**src/rtl/ex_operand_stage.sv**
```systemverilog
// ID->EX pipeline register: latches the decoded op, resolves operands, drives the ALU.
// Define EX_FORWARD_EN for RAW forwarding/refresh; otherwise RAW hazards stall (hazard_stall).
// Ports: clk, rst (async, active-high), flush;
//   id_* = decode handshake and operands, exm_* / wb_* = forward buses;
//   ex_ready / ex_valid and ex_* = ALU side; illegal_op (sticky), hazard_stall.
module ex_operand_stage #(
    parameter int D_WIDTH  = 32,
    parameter int RA_WIDTH = 5
) (
    input  logic                clk,
    input  logic                rst,
    input  logic                flush,
    input  logic                id_valid,
    output logic                id_ready,
    input  logic [2:0]          id_op_code,
    input  logic [RA_WIDTH-1:0] id_rs_addr,
    input  logic [RA_WIDTH-1:0] id_rt_addr,
    input  logic [D_WIDTH-1:0]  id_rs_data,
    input  logic [D_WIDTH-1:0]  id_rt_data,
    input  logic [D_WIDTH-1:0]  id_imm,
    input  logic                id_use_imm,
    input  logic [RA_WIDTH-1:0] id_rd_addr,
    input  logic                id_reg_write,
    input  logic                exm_reg_write,
    input  logic [RA_WIDTH-1:0] exm_rd_addr,
    input  logic [D_WIDTH-1:0]  exm_result,
    input  logic                wb_reg_write,
    input  logic [RA_WIDTH-1:0] wb_rd_addr,
    input  logic [D_WIDTH-1:0]  wb_result,
    input  logic                ex_ready,
    output logic                ex_valid,
    output logic [2:0]          ex_op_code,
    output logic [D_WIDTH-1:0]  ex_operand1,
    output logic [D_WIDTH-1:0]  ex_operand2,
    output logic [RA_WIDTH-1:0] ex_rd_addr,
    output logic                ex_reg_write,
    output logic                illegal_op,
    output logic                hazard_stall
);

    logic                valid_q, valid_d;
    logic [2:0]          op_q, op_d;
    logic [D_WIDTH-1:0]  op1_q, op1_d;
    logic [D_WIDTH-1:0]  op2_q, op2_d;
    logic [RA_WIDTH-1:0] rd_q, rd_d;
    logic                rw_q, rw_d;
    logic                ill_q, ill_d;
    logic [RA_WIDTH-1:0] rs_q, rs_d;
    logic [RA_WIDTH-1:0] rt_q, rt_d;
    logic                uimm_q, uimm_d;

    logic                accept;
    logic [D_WIDTH-1:0]  cap_op1;
    logic [D_WIDTH-1:0]  cap_op2;

`ifdef EX_FORWARD_EN
    // EX/MEM beats MEM/WB; register 0 is never forwarded.
    function automatic logic [D_WIDTH-1:0] fwd(
        input logic [RA_WIDTH-1:0] r,
        input logic [D_WIDTH-1:0]  raw
    );
        logic [D_WIDTH-1:0] res;
        res = raw;
        if (r != '0) begin
            if (exm_reg_write && exm_rd_addr == r)
                res = exm_result;
            else if (wb_reg_write && wb_rd_addr == r)
                res = wb_result;
        end
        return res;
    endfunction

    assign hazard_stall = 1'b0;
    assign cap_op1 = fwd(id_rs_addr, id_rs_data);
    assign cap_op2 = id_use_imm ? id_imm : fwd(id_rt_addr, id_rt_data);
`else
    logic exm_hit;
    logic wb_hit;

    assign exm_hit = exm_reg_write && (exm_rd_addr != '0) &&
                     ((exm_rd_addr == id_rs_addr) ||
                      (!id_use_imm && exm_rd_addr == id_rt_addr));
    assign wb_hit  = wb_reg_write && (wb_rd_addr != '0) &&
                     ((wb_rd_addr == id_rs_addr) ||
                      (!id_use_imm && wb_rd_addr == id_rt_addr));

    assign hazard_stall = id_valid && (exm_hit || wb_hit);
    assign cap_op1 = id_rs_data;
    assign cap_op2 = id_use_imm ? id_imm : id_rt_data;

    // Forward data and held source tags have no consumer in this build.
    logic unused_fwd;
    assign unused_fwd = ^{exm_result, wb_result, rs_q, rt_q, uimm_q};
`endif

    assign id_ready = !flush && !hazard_stall && (!valid_q || ex_ready);
    assign accept   = id_valid && id_ready;

    always_comb begin
        valid_d = valid_q;
        op_d    = op_q;
        op1_d   = op1_q;
        op2_d   = op2_q;
        rd_d    = rd_q;
        rw_d    = rw_q;
        ill_d   = ill_q;
        rs_d    = rs_q;
        rt_d    = rt_q;
        uimm_d  = uimm_q;

`ifdef EX_FORWARD_EN
        // Refresh held operands so a downstream stall cannot leave stale data.
        if (valid_q) begin
            op1_d = fwd(rs_q, op1_q);
            if (!uimm_q)
                op2_d = fwd(rt_q, op2_q);
        end
`endif

        if (accept) begin
            valid_d = 1'b1;
            op_d    = id_op_code;
            op1_d   = cap_op1;
            op2_d   = cap_op2;
            rd_d    = id_rd_addr;
            rw_d    = id_reg_write;
            rs_d    = id_rs_addr;
            rt_d    = id_rt_addr;
            uimm_d  = id_use_imm;
            // Op codes 6 and 7 are undefined for the ALU.
            ill_d   = ill_q || (id_op_code[2] && id_op_code[1]);
        end else if (valid_q && ex_ready) begin
            valid_d = 1'b0;
        end

        if (flush)
            valid_d = 1'b0;
    end

    always_ff @(posedge clk or posedge rst) begin
        if (rst) begin
            valid_q <= 1'b0;
            op_q    <= '0;
            op1_q   <= '0;
            op2_q   <= '0;
            rd_q    <= '0;
            rw_q    <= 1'b0;
            ill_q   <= 1'b0;
            rs_q    <= '0;
            rt_q    <= '0;
            uimm_q  <= 1'b0;
        end else begin
            valid_q <= valid_d;
            op_q    <= op_d;
            op1_q   <= op1_d;
            op2_q   <= op2_d;
            rd_q    <= rd_d;
            rw_q    <= rw_d;
            ill_q   <= ill_d;
            rs_q    <= rs_d;
            rt_q    <= rt_d;
            uimm_q  <= uimm_d;
        end
    end

    assign ex_valid     = valid_q;
    assign ex_op_code   = op_q;
    assign ex_operand1  = op1_q;
    assign ex_operand2  = op2_q;
    assign ex_rd_addr   = rd_q;
    assign ex_reg_write = rw_q;
    assign illegal_op   = ill_q;

endmodule

```
**config.mk**
```make
export PLATFORM = sky130hd
export DESIGN_NAME = ex_operand_stage
export DESIGN_NICKNAME = d
export VERILOG_FILES = /design/src/rtl/ex_operand_stage.sv
export SDC_FILE = /design/constraint.sdc
export NUM_CORES = 1
export LEC_CHECK = 0
export ABC_AREA = 0
export BUFFER_PORTS_ARGS = -buffer_cell sky130_fd_sc_hd__buf_2
export CORE_AREA = 2 2 106 108
export CTS_CLUSTER_SIZE = 40
export DETAILED_ROUTE_END_ITERATION = 10
export DIE_AREA = 0 0 108 110
export GPL_ROUTABILITY_DRIVEN = 0
export PLACE_DENSITY = 0.73
export SLEW_MARGIN = 40
export SYNTH_ARGS = -nofsm -noshare
export SYNTH_HDL_FRONTEND = slang
export SYNTH_SLANG_ARGS = --single-unit
```
**constraint.sdc**
```tcl
create_clock -name clk -period 2.1 [get_ports clk]
set_input_delay 0.315 -clock clk [delete_from_list [all_inputs] [get_ports clk]]
set_output_delay 0.315 -clock clk [all_outputs]
set_load 0.02 [all_outputs]
```
# [Word level (Yosys, flattened, before mapping)]
# Index checks and enable logic that the tools add are counted.
[classes] muxes=4 reduce_logical=24 eq_ne=4
[op_table] operator="32-bit two-way mux" n=1
[op_table] operator="5-bit == test" n=4
[op_table] operator="1-bit logical AND" n=12
[op_table] operator="5-bit nonzero test" n=2
[op_table] operator="1-bit logical OR" n=5
[op_table] operator="1-bit logical NOT" n=4
[op_table] operator="1-bit two-way mux" n=3
[op_table] operator="3-bit nonzero test" n=1
[totals] out_inout_bits=77 regBits=75 word_cells=39 input_bits=197

# [Longest topological paths before layout]
[depth] word_depth=12 depth_mapped=7

# [Least setup slack after synthesis]
# OpenSTA, ideal clock, no wires.
[synth_timing] path_kind="in2out" from="input exm_rd_addr[1]" to="output id_ready" path_stages=4 t_arrival_ns=1.625 setup_slack_ns=0.160 path_cell_list="or4_1 -> o21ai_2 -> o22ai_1 -> a21boi_0"
[synth_between] elab_chain_cells=9
[synth_rtl] element="start: declaration" line_no="25" rtl="input logic [RA_WIDTH-1:0] exm_rd_addr,"
[synth_rtl] element="5-bit == test" line_no="82" rtl="(!id_use_imm && exm_rd_addr == id_rt_addr));"
[synth_rtl] element="1-bit logical AND" line_no="82"
[synth_rtl] element="1-bit logical OR" line_no="81" rtl="((exm_rd_addr == id_rs_addr) ||"
[synth_rtl] element="1-bit logical AND *" line_no="80" rtl="assign exm_hit = exm_reg_write && (exm_rd_addr != '0) &&"
[synth_rtl] element="1-bit logical OR *" line_no="87" rtl="assign hazard_stall = id_valid && (exm_hit || wb_hit);"
[synth_rtl] element="1-bit logical AND *" line_no="87"
[synth_rtl] element="1-bit logical NOT *" line_no="96" rtl="assign id_ready = !flush && !hazard_stall && (!valid_q || ex_ready);"
[synth_rtl] element="1-bit logical AND * (2 in series)" line_no="96"
[synth_rtl] element="end: declaration" line_no="14" rtl="output logic id_ready,"
# Every way passes the cells marked *; elsewhere a longest branch is shown, timed or not.

# [Worst setup path in the final report]
[layout_timing] from="input wb_rd_addr[1]" to="output hazard_stall"
[layout_between] elab_chain_cells=6
[layout_rtl] element="start: declaration" line_no="28" rtl="input logic [RA_WIDTH-1:0] wb_rd_addr,"
[layout_rtl] element="5-bit == test" line_no="85" rtl="(!id_use_imm && wb_rd_addr == id_rt_addr));"
[layout_rtl] element="1-bit logical AND" line_no="85"
[layout_rtl] element="1-bit logical OR" line_no="84" rtl="((wb_rd_addr == id_rs_addr) ||"
[layout_rtl] element="1-bit logical AND *" line_no="83" rtl="assign wb_hit = wb_reg_write && (wb_rd_addr != '0) &&"
[layout_rtl] element="1-bit logical OR *" line_no="87"
[layout_rtl] element="1-bit logical AND *" line_no="87"
[layout_rtl] element="end: declaration" line_no="38" rtl="output logic hazard_stall"
# Marks and branches as above.

==> flow_summary.json <==
{
  "relSlewSlack_pct": 55.9,
  "max_slew.worst_pin.slew_ns": 0.660,
  "grtUsageTotal_pct": 14.7,
  "finalNonFillerCells": 601,
  "drv_slew": 0,
  "worstPathRequired_ns": 1.78,
  "cts_made_buffers": 9,
  "antennaDiodeCount": 0,
  "synth.area.top_cells": "dfrtp_1 51%, mux2_4 20%, mux2_2 11%, mux2_1 6.8%, xnor2_1 4.3%",
  "overflow": 0,
  "portBuffers": 209,
  "run_status": "finished clean",
  "syn-num-nets": 432,
  "syn_avg_cell_area_um2": 15.6,
  "syn_inst": 235,
  "power_density_nw_per_um2": 894,
  "hold_violations": 0,
  "vias_per_cell": 4.49,
  "first_pass_iters": 4,
  "path_clk_slew_ns": 0.07,
  "die_h_um": 110,
  "rsz0062_at_grt": "false",
  "insertion_delay_ns": 0.34,
  "fill_cells": 960,
  "crit_fanout": 3,
  "p_leak_nw": 2.66,
  "antenna_found_initial": 0,
  "drc_errors": 0,
  "p_sw_w": 0.00145,
  "timing.rr.start": "ex_valid$_DFFE_PP0P_",
  "cts_root_buffer": "clkbuf_8",
  "seq_power_share_pct": 41.1,
  "wl_per_cell_um": 14.5,
  "ys_ff_latch": 75,
  "finalPower_w": 0.00464,
  "hpwl_um": 6950,
  "cts_setup_buffers": 0,
  "end_kind": "output port",
  "vias": 2697,
  "clock-sinks": 75,
  "grt_pass1_vias": 2877,
  "cts_tree": "yes",
  "multi_input_area_um2": 1700,
  "final_nets": 654,
  "placed_cells": 586,
  "synth_top_area_cell": "dfrtp_1",
  "synth-main-ff-cell": "dfrtp_1",
  "p_comb_share_pct": 33.0,
  "wl_um": 8730,
  "setup_violations": 0,
  "final_common_cell": "buf_2",
  "p_sw_share_pct": 31.3,
  "r2r_cells": 7,
  "start_util_pct": 34.2,
  "synth_cell_types": 25,
  "netlist.area_leader.share_pct": 51.3,
  "drt-initial-drc-count": 59,
  "cap_violations": 0,
  "grt_first_pass_wirelength_um": 13400,
  "ys_seq_area_share_pct": 51.3,
  "mappedNetlistArea_um2": 3660,
  "layout_common_cells": "208 x buf_2, 75 x dfrtp_1, 48 x mux2_4, 35 x mux2_2, 22 x mux2_1",
  "synth-edff-count": 0,
  "p_int_w": 0.00319,
  "die_area_um2": 11900,
  "ant_nets": 0,
  "pwr-share-clk_pct": 25.9,
  "syn_to_final_growth_pct": 41.9,
  "cp-start-kind": "input pin",
  "fp-row-count": 38,
  "ys_warn_count": 0,
  "cts.path.max_buffers": 2,
  "htree_levels": 3,
  "io_pins": 274,
  "max_freq_mhz": 493,
  "synthArstFlopShare_pct": 100,
  "min_path_type": "in -> async",
  "dieWidth_um": 108,
  "min_period_ns": 2.03,
  "critPathLaunch": "wb_rd_addr[1]",
  "regArea_um2": 1880,
  "crit_arrival_ns": 1.71,
  "critPathKind": "in -> out",
  "grt_max_degree": 40,
  "core_area_um2": 10700,
  "clock_skew_ns": 0.0103,
  "drive_gt1_share_pct": 70.5,
  "vdd_drop_max_mv": 0.368,
  "fin_crit_sh_pct": 96.5
}
[worst max-delay path, stage by stage]
cell     delay, ns
buf_2         0.13
or4_1         0.56
o21ai_2       0.25
o22ai_1       0.13
and2_1        0.17
buf_2         0.16
[power by group through the flow]
stage                     Clock (W)  Combinational (W)  Sequential [W]
after CTS                   0.00125            0.00156         0.00191
after floorplan                   0           0.000578         0.00231
after detailed placement          0            0.00156         0.00193
final                       0.00120            0.00153         0.00191
after global routing        0.00131            0.00164         0.00194
after global placement            0            0.00152         0.00192
[per-layer routing]
metal  up-vias  share of wire [%]  track usage (%)
met2       119                 51             26.4
li1       1279                  -                -
met5         -                  0                0
met3        10                8.0             4.00
met1      1289                 40             16.8
met4         0                1.1             5.22
[final cells by class]
class / count / area share (%)
sequential: 75 / 36.1
clock inverter: 5 / 1.49
inverter: 1 / 0.145
multi-input combinational: 147 / 32.8
clock buffer: 10 / 2.65
timing repair buffer: 223 / 23.4
tap: 140 / 3.37
[sequential cells by signal, indices dropped and copies added, names as in the netlist]
| signal | cells |
|---|---|
| ex_operand1 | 32 |
| ex_operand2 | 32 |
| ex_rd_addr | 5 |
| ex_op_code | 3 |
| ex_reg_write | 1 |
| ex_valid | 1 |
| illegal_op | 1 |
[synthesized netlist by cell type (2+ instances only)]
cell and number:
and2_1 2, buf_2 2, buf_6 5, clkbuf_1 4, dfrtp_1 75, mux2_1 22, mux2_2 35, mux2_4 48
nand2_1 3, nand3_1 2, nand4_1 2, o21ai_2 2, o32a_1 2, or4_1 2, xnor2_1 18, xor2_1 2
[final timing paths]
check	endpoint	slack (ns)
hold / removal	ex_operand2[10]$_DFFE_PP0P_	0.07
hold reg to reg	illegal_op$_DFFE_PP0P_	0.48
min in group clk	ex_valid$_DFFE_PP0P_	0.17
setup / recovery	hazard_stall	0.07
setup reg to reg	ex_operand1[30]$_DFFE_PP0P_	0.40
max in group asynchronous	ex_operand1[22]$_DFFE_PP0P_	1.43
[metrics by stage]
stage	worst slack, ns	util, %	area (um2)	hold slack (ns)	setup TNS (ns)
2_1_floorplan	0.160	-	3660	0.422	0
3_3_place_gp	-0.0402	46.5	4970	0.431	-1.16
3_5_place_dp	-0.0962	46.5	4970	0.445	-4.73
4_1_cts	0.0345	48.5	5190	0.0618	0
5_1_grt	0.00939	48.5	5190	0.0931	0
6_report	0.0725	48.5	5190	0.0677	0
[kinds of logic (layout without fill, tap and decap cells)]
| family | Yosys count | count (layout) | synth area share (%) |
|---|---|---|---|
| AOI/OAI and AO/OA | 9 | 9 | 2.15 |
| xor gates and xnor gates | 20 | 20 | 4.79 |
| buffers and inverters | 13 | 239 | 2.53 |
| DFF | 75 | 75 | 51.3 |
| muxes | 105 | 105 | 37.2 |
| and+or+nand+nor | 13 | 13 | 2.02 |
[timing repair]
action,in CTS,in global routing
hold buffers,0,0
setup endpoints to repair,0,1
gates resized for setup,0,2
Power figures use the tool's default switching activity.
